`config.mk`:
```
export PLATFORM = sky130hd
export DESIGN_NAME = vga_timing_gen
export DESIGN_NICKNAME = d
export VERILOG_FILES = /design/src/rtl/vga_pkg.sv /design/src/rtl/vga_delay_line.sv /design/src/rtl/vga_timing_gen.sv
export SDC_FILE = /design/constraint.sdc
export NUM_CORES = 1
export LEC_CHECK = 0
export BUFFER_PORTS_ARGS = -buffer_cell sky130_fd_sc_hd__buf_4
export CORE_MARGIN = 8
export CORE_UTILIZATION = 40
export DETAILED_ROUTE_END_ITERATION = 6
export GPL_TIMING_DRIVEN = 0
export PLACE_DENSITY = 0.68
export RECOVER_POWER = 100
export SLEW_MARGIN = 40
export SYNTH_ARGS = -nofsm -noshare
export SYNTH_HDL_FRONTEND = slang
export SYNTH_HIERARCHICAL = 1
export SYNTH_SLANG_ARGS = --single-unit
```
`constraint.sdc`:
```
create_clock -name vgaclk -period 1.9 [get_ports vgaclk]
set_clock_uncertainty 0.15 [all_clocks]
set_input_delay 0.095 -clock vgaclk [delete_from_list [all_inputs] [get_ports vgaclk]]
set_output_delay 0.095 -clock vgaclk [all_outputs]
set_load 0.05 [all_outputs]
```
`src/rtl/vga_pkg.sv`:
```
// vga_pkg: shared timing types, standard modes and total helpers
// for the vga_timing_gen pixel timing pipeline.
package vga_pkg;

  typedef struct packed {
    int unsigned h_active;
    int unsigned h_fp;
    int unsigned h_sync;
    int unsigned h_bp;
    int unsigned v_active;
    int unsigned v_fp;
    int unsigned v_sync;
    int unsigned v_bp;
  } vga_timing_t;

  typedef struct packed {
    logic req;
    logic h_act;
    logic v_act;
  } vga_ctl_t;

  localparam int CNT_W = 10;

  localparam vga_timing_t VGA_640x480 = '{
    h_active: 640, h_fp: 16, h_sync: 96, h_bp: 48,
    v_active: 480, v_fp: 10, v_sync: 2, v_bp: 33
  };

  // 1056 clocks per line: too wide for the 10-bit counters
  localparam vga_timing_t SVGA_800x600 = '{
    h_active: 800, h_fp: 40, h_sync: 128, h_bp: 88,
    v_active: 600, v_fp: 1, v_sync: 4, v_bp: 23
  };

  function automatic int unsigned htotal(vga_timing_t t);
    return t.h_active + t.h_fp + t.h_sync + t.h_bp;
  endfunction

  function automatic int unsigned vtotal(vga_timing_t t);
    return t.v_active + t.v_fp + t.v_sync + t.v_bp;
  endfunction

endpackage

```
`src/rtl/vga_delay_line.sv`:
```
// vga_delay_line: enable-gated shift register with async reset,
// stage 0 takes d and q is the oldest stage.
module vga_delay_line #(
  parameter int W     = 3,
  parameter int DEPTH = 3
) (
  input  logic         clk,
  input  logic         rst_n,
  input  logic         en,
  input  logic [W-1:0] d,
  output logic [W-1:0] q
);

  logic [DEPTH-1:0][W-1:0] sr;

  always_ff @(posedge clk or negedge rst_n) begin
    if (!rst_n) begin
      sr <= '0;
    end else if (en) begin
      sr[0] <= d;
      for (int i = 1; i < DEPTH; i++) begin
        sr[i] <= sr[i-1];
      end
    end
  end

  assign q = sr[DEPTH-1];

endmodule

```
`src/rtl/vga_timing_gen.sv`:
```
// vga_timing_gen: parametrised VGA counters, sync/blank and strobes,
// realigned to a pixel generator of PIPE enabled cycles latency.
module vga_timing_gen
  import vga_pkg::*;
#(
  parameter int H_ACTIVE  = 640,
  parameter int H_FP      = 16,
  parameter int H_SYNC    = 96,
  parameter int H_BP      = 48,
  parameter int V_ACTIVE  = 480,
  parameter int V_FP      = 10,
  parameter int V_SYNC    = 2,
  parameter int V_BP      = 33,
  parameter bit HSYNC_POL = 1'b0,
  parameter bit VSYNC_POL = 1'b0,
  parameter int PIPE      = 2,
  parameter int CW        = 8
) (
  input  logic          vgaclk,
  input  logic          reset_b,
  input  logic          pix_en,
  input  logic [CW-1:0] r_int,
  input  logic [CW-1:0] g_int,
  input  logic [CW-1:0] b_int,
  output logic [9:0]    x,
  output logic [9:0]    y,
  output logic          req,
  output logic          line_start,
  output logic          frame_start,
  output logic          hsync,
  output logic          vsync,
  output logic          sync_b,
  output logic          blank_b,
  output logic [CW-1:0] r,
  output logic [CW-1:0] g,
  output logic [CW-1:0] b
);

  localparam vga_timing_t T = '{
    h_active: H_ACTIVE, h_fp: H_FP,
    h_sync: H_SYNC, h_bp: H_BP,
    v_active: V_ACTIVE, v_fp: V_FP,
    v_sync: V_SYNC, v_bp: V_BP
  };

  localparam int H_TOTAL = int'(htotal(T));
  localparam int V_TOTAL = int'(vtotal(T));

  generate
    if (H_TOTAL > 1024 || V_TOTAL > 1024 ||
        PIPE > 7 || PIPE < 0) begin : g_bad_cfg
      $error("vga_timing_gen: unsupported timing or PIPE");
    end
  endgenerate

  localparam logic [CNT_W-1:0] H_LAST = CNT_W'(H_TOTAL - 1);
  localparam logic [CNT_W-1:0] V_LAST = CNT_W'(V_TOTAL - 1);

  // 11-bit bounds so a sync ending at 1024 still compares
  localparam logic [10:0] H_ACT = 11'(H_ACTIVE);
  localparam logic [10:0] H_SS  = 11'(H_ACTIVE + H_FP);
  localparam logic [10:0] H_SE  = 11'(H_ACTIVE + H_FP + H_SYNC);
  localparam logic [10:0] V_ACT = 11'(V_ACTIVE);
  localparam logic [10:0] V_SS  = 11'(V_ACTIVE + V_FP);
  localparam logic [10:0] V_SE  = 11'(V_ACTIVE + V_FP + V_SYNC);

  logic [CNT_W-1:0] hcnt;
  logic [CNT_W-1:0] vcnt;
  logic [10:0]      hx;
  logic [10:0]      vx;

  always_ff @(posedge vgaclk or negedge reset_b) begin
    if (!reset_b) begin
      hcnt <= '0;
      vcnt <= '0;
    end else if (pix_en) begin
      if (hcnt == H_LAST) begin
        hcnt <= '0;
        if (vcnt == V_LAST) begin
          vcnt <= '0;
        end else begin
          vcnt <= vcnt + 10'd1;
        end
      end else begin
        hcnt <= hcnt + 10'd1;
      end
    end
  end

  assign hx = {1'b0, hcnt};
  assign vx = {1'b0, vcnt};

  vga_ctl_t ctl;
  vga_ctl_t ctl_q;

  always_comb begin
    ctl       = '0;
    ctl.req   = (hx < H_ACT) && (vx < V_ACT);
    ctl.h_act = (hx >= H_SS) && (hx < H_SE);
    ctl.v_act = (vx >= V_SS) && (vx < V_SE);
  end

  assign x           = hcnt;
  assign y           = vcnt;
  assign req         = ctl.req;
  assign line_start  = pix_en && (hcnt == '0);
  assign frame_start = pix_en && (hcnt == '0) && (vcnt == '0);

  vga_delay_line #(
    .W     ($bits(vga_ctl_t)),
    .DEPTH (PIPE + 1)
  ) u_dly (
    .clk   (vgaclk),
    .rst_n (reset_b),
    .en    (pix_en),
    .d     (ctl),
    .q     (ctl_q)
  );

  // colour captured on the same edge the final stage loads,
  // so masking with that stage's req matches pre-register gating
  logic [3*CW-1:0] rgb_q;

  always_ff @(posedge vgaclk or negedge reset_b) begin
    if (!reset_b) begin
      rgb_q <= '0;
    end else if (pix_en) begin
      rgb_q <= {r_int, g_int, b_int};
    end
  end

  assign {r, g, b} = ctl_q.req ? rgb_q : '0;

  assign hsync   = ctl_q.h_act ? HSYNC_POL : ~HSYNC_POL;
  assign vsync   = ctl_q.v_act ? VSYNC_POL : ~VSYNC_POL;
  assign sync_b  = ~(ctl_q.h_act | ctl_q.v_act);
  assign blank_b = ctl_q.req;

endmodule

```
; ---- Word level (Yosys, flattened, before mapping)
; Index checks and enable logic that the tools add are counted.
[word_totals]
elab_cells = 31
regBits = 53
input_bits = 27
out_inout_bits = 51
[classes]
order_cmp = 6
muxes = 5
n_eq_ne = 2
n_addsub = 2
bitwise_logic = 2
reduce_logical = 8
[ops]
columns = op, n
row1 = 24-bit two-way mux, 1
row2 = 10-bit by 1-bit adder with 10-bit output (second input constant), 2
row3 = 10-bit == test (second input constant), 2
row4 = 10-bit zero test, 2
row5 = 10-bit < comparator (second input constant), 2
row6 = 10-bit by 9-bit < comparator with 1-bit output (second input constant), 2
row7 = 10-bit two-way mux, 2
row8 = 10-bit greater-or-equal comparator (second input constant), 1
row9 = 10-bit by 9-bit greater-or-equal comparator with 1-bit output (second input constant), 1
row10 = 1-bit logical AND, 5
row11 = 1-bit two-way mux, 2
row12 = 2-bit AND reduction, 1
row13 = 1-bit NOT, 1
row14 = 1-bit bitwise OR, 1

; ---- Longest topological paths before layout
[depth]
depth_word = 3
ltp_mapped = 7
depth_no_buf = 6

; ---- Cells and area by module
; The synthesis kept the hierarchy.
[modules_own_cells]
columns = mod, n_inst, area_per_inst_um2, seq_area_each_um2, cells_each
row1 = vga_timing_gen, 1, 2214.6, 1101.1, 205
row2 = vga_delay_line, 1, 394.1, 225.2, 22

; ---- Worst setup path before layout
; No wires, ideal clock.
[synth_timing]
kind = reg2out
from = reg hcnt[6], in the netlist x[6]
to = out frame_start
required_ns = 1.655
path_stages_with_launch = 5
arrival_ns = 2.025
path_buffers = 1
setup_slack_ns = -0.370
cell_sequence = dfrtp_1 > buf_6 > nor4b_4 > and3_2 > and4b_1
[synth_between]
elab_chain_len = 3
[synth_rtl]
columns = item, line
row1 = "start, declared", vga_timing_gen.sv:67  ; logic [CNT_W-1:0] hcnt;
row2 = "start signal, assigned", vga_timing_gen.sv:85  ; hcnt <= hcnt + 10'd1;
row3 = 10-bit zero test, n/a
row4 = 1-bit logical AND, n/a
row5 = via line_start, vga_timing_gen.sv:28  ; output logic line_start,
row6 = 1-bit logical AND, vga_timing_gen.sv:107  ; assign frame_start = pix_en && (hcnt == '0) && (vcnt == '0);
row7 = "end, declared", vga_timing_gen.sv:29  ; output logic frame_start,
; The timed path passes the listed nets, and every way through them passes these cells.

; ---- Worst setup path after layout
[layout_timing]
from = reg hcnt[0], in the netlist x[0]
to = out frame_start
[layout_between]
elab_chain_len = 3
[layout_rtl]
columns = item, line
row1 = 10-bit zero test, vga_timing_gen.sv:107
row2 = 1-bit logical AND (2 in series), vga_timing_gen.sv:107
; No other way between the ends.

==> impl_metrics.json <==
{
  "synthMuxAreaShare": 0.1592,
  "fin_util": 0.5793,
  "yosys.area.top_type": "dfrtp_1",
  "drc_errors": 0,
  "hold_path_class": "input port to register",
  "drt-total-wl_mm": 6.684,
  "rrSetupSlack_ns": 0.03,
  "portBuffers": 76,
  "clock.fmax_ghz": 0.5099,
  "n_antenna_cell": 0,
  "total_power_mw": 3.020,
  "synth-xor-area-share": 0.03693,
  "io_pins": 78,
  "drive_gt1_frac": 0.3652,
  "drv_cap": 0,
  "setup_viol": 1,
  "gp_congestion": 0.8114,
  "hold_viol_final": 0,
  "synth.ff_latch_count": 53,
  "synth_top_family_by_area": "simple AND/OR/NAND/NOR gates",
  "crit_path_end_kind": "output pin",
  "nFillCells": 552,
  "arrival_ns": 1.72,
  "max_slew_margin": 0.1276,
  "crit_family": "simple AND/OR/NAND/NOR gates",
  "slew_viol_final": 0,
  "via_count": 2109,
  "critPathBufInv": 2,
  "cpPeakStageDelay_ns": 0.42,
  "period_share": 1.032,
  "synth_area_sq_um": 2609,
  "worstRegToRegCells": 5,
  "route.antenna.remaining_nets": 0,
  "mostFrequentLayoutCells": "46 x buf_4, 43 x dfrtp_1, 29 x clkbuf_1, 26 x dlygate4sd3_1, 24 x mux2_2",
  "synthCells": 227,
  "outcome": "finished, violations left",
  "hpwlAfterDp_mm": 4.486,
  "synth_compound_area_frac": 0.02686,
  "ys_types": 37,
  "final_common_cell": "buf_4",
  "crit_type": "register to output pin",
  "core_sq_um": 6314,
  "crit_path_max_fanout": 2,
  "grt_overflow": 0,
  "synth_simple_gate_area_share": 0.2058,
  "synth-warning-count": 6,
  "synth_area_leaders": "dfrtp_1 51%, mux2_2 10%, and2_1 5.8%",
  "cts_root_buf": "clkbuf_8",
  "wl_per_cell_um": 15.84,
  "post-route-min-period_ns": 1.961,
  "cts_made_buffers": 5,
  "crit_slowest_cell": "dfrtp_2",
  "rr_startpoint": "x[5]$_DFFE_PN0P_",
  "setup_ws_ns": -0.06115,
  "min_from": "pix_en",
  "min_path_cells": 3,
  "synth.net_count": 258,
  "dieHeight_um": 96.76,
  "cts_max_level": 2,
  "start_util": 0.4132,
  "violations": "negative setup slack",
  "worstPathRequired_ns": 1.65,
  "grt_pass1_vias": 2227,
  "syn_to_final_growth_pct": 40.19,
  "p_per_area_nw_per_um2": 825.7,
  "gr-usage-all-layers": 0.1401,
  "grt_max_degree": 54,
  "r2r-end": "y[7]$_DFFE_PN0P_",
  "fp.dieArea_sq_um": 9363,
  "ys_seq_area_frac": 0.5084,
  "vias_per_cell": 4.998,
  "first_pass_iters": 4,
  "grt_first_pass_wirelength_mm": 11.16,
  "whs_endpoint": "x[0]$_DFFE_PN0P_",
  "clockBufferDepth": 2,
  "synth_top_area_frac": 0.5084,
  "num-nets-final": 375,
  "fp.dieW_um": 96.76,
  "drtIter0Drc": 101,
  "clock_latency_ns": 0.30,
  "clk_pin_slew_ns": 0.10,
  "synth_area_per_cell_sq_um": 11.49,
  "cellLeakagePower_nw": 1.666,
  "cts_tree": "yes",
  "tightest_slew_ns": 1.309,
  "ir_worst_vdd_mv": 0.8191,
  "rows": 29,
  "grt_antenna_before_repair": 0,
  "cp_cell_sequence": "inv_2 > ha_4 > nor4b_4 > and3_4 > and4b_4 > buf_8",
  "rsz0062_at_grt": "true",
  "synth_adder_area_share": 0.01918,
  "start_kind": "register",
  "clock-sinks": 53
}
[Yosys cell counts]
master     n
nand3_1    9
buf_6      2
or3_2      1
and3_1     6
nand3_2    1
nor2b_1    1
clkbuf_1   5
nand2_1   10
nor4_1     3
buf_2      4
nand4_1    9
or4_1      1
xnor2_1    5
ha_1       4
o22ai_1    1
and3b_1    1
xor2_1     6
mux2_2    24
and3_2     3
a31oi_1    1
nand2b_1   1
nor4b_1    1
buf_4      3
nor4b_4    1
o21ai_0    7
mux2i_1    1
or2_2      1
and4b_1    1
dfrtp_1   53
inv_1      8
o31ai_1    1
nor2_1     9
a21oi_1    3
nor3_1     6
or4b_1     1
and2_1    24
mux2_4     9
[what timing repair did]
item,CTS,global route
cloned,0,0
endpoints found under the setup margin,5,10
hold buffers,26,0
setup buffers,7,3
hold endpoints to repair,86,0
pin swaps,2,1
gates resized for setup,10,5
[worst min-delay path, cell delays in order]
cell and delay [ns]:
clkbuf_1 0.19, nand2b_1 0.19, o21ai_0 0.06
[metal layers]
layer / share of wire / routed length [um] / track usage
met5: 0 / 0 / 0
met4: 0.016 / 104 / 0.04142
met3: 0.048 / 319 / 0.03485
met2: 0.54 / 3601 / 0.2521
met1: 0.40 / 2658 / 0.1582
[through the flow]
| step | cell area [sq um] | hold slack, ns | setup TNS (ns) | worst slack [ns] | std cells |
|---|---|---|---|---|---|
| floorplan | 2644 | -0.3506 | -0.1173 | -0.05457 | 227 |
| global placement | 3311 | 0.03158 | 0 | 0.001441 | 380 |
| detailed placement | 3311 | 0.02997 | -0.01735 | -0.01735 | 380 |
| CTS | 3746 | 0.03161 | -0.06459 | -0.06459 | 420 |
| global route | 3657 | 0.1708 | -1.066 | -0.1387 | 422 |
| finish | 3657 | 0.1122 | -0.06115 | -0.06115 | 422 |
[registers in the layout (all words and copies together), names as in the netlist]
name	cells
x	10
u_dly/q	3
y	10
rgb_q	24
u_dly/sr	6
[power breakdown]
group	internal (mW)	switching, mW
Combinational	0.388	0.619
Clock	0.257	0.372
Sequential	1.24	0.144
[area by class of cell]
type                       count  area (sq um)  share of cell area
inverter                       8         30.03            0.008211
sequential                    53          1339              0.3661
tap                           77         96.34             0.02634
timing repair buffer         112         837.1              0.2289
multi-input combinational    152          1201              0.3284
buffer                        12         71.32             0.01950
clock inverter                 2         10.01            0.002737
clock buffer                   6         72.57             0.01984
[logic make-up after synthesis]
family / Yosys count
mux: 34
fa+ha+maj: 4
simple gates: 90
flops: 53
buf+inv: 22
xor+xnor: 11
compound gates: 13
[worst max-delay path by stage]
| stage | slack (ns) | cells past startpoint | startpoint | to |
|---|---|---|---|---|
| after floorplan | -0.05 | 5 | x[6]$_DFFE_PN0P_ | y[7]$_DFFE_PN0P_ |
| after global placement | 0.001 | 5 | x[5]$_DFFE_PN0P_ | y[7]$_DFFE_PN0P_ |
| after detailed placement | -0.02 | 5 | x[5]$_DFFE_PN0P_ | y[7]$_DFFE_PN0P_ |
| after CTS | -0.06 | 6 | x[0]$_DFFE_PN0P_ | frame_start |
| after global routing | -0.14 | 6 | x[1]$_DFFE_PN0P_ | frame_start |
| final | -0.06 | 6 | x[0]$_DFFE_PN0P_ | frame_start |
Power figures use the tool's default switching activity.
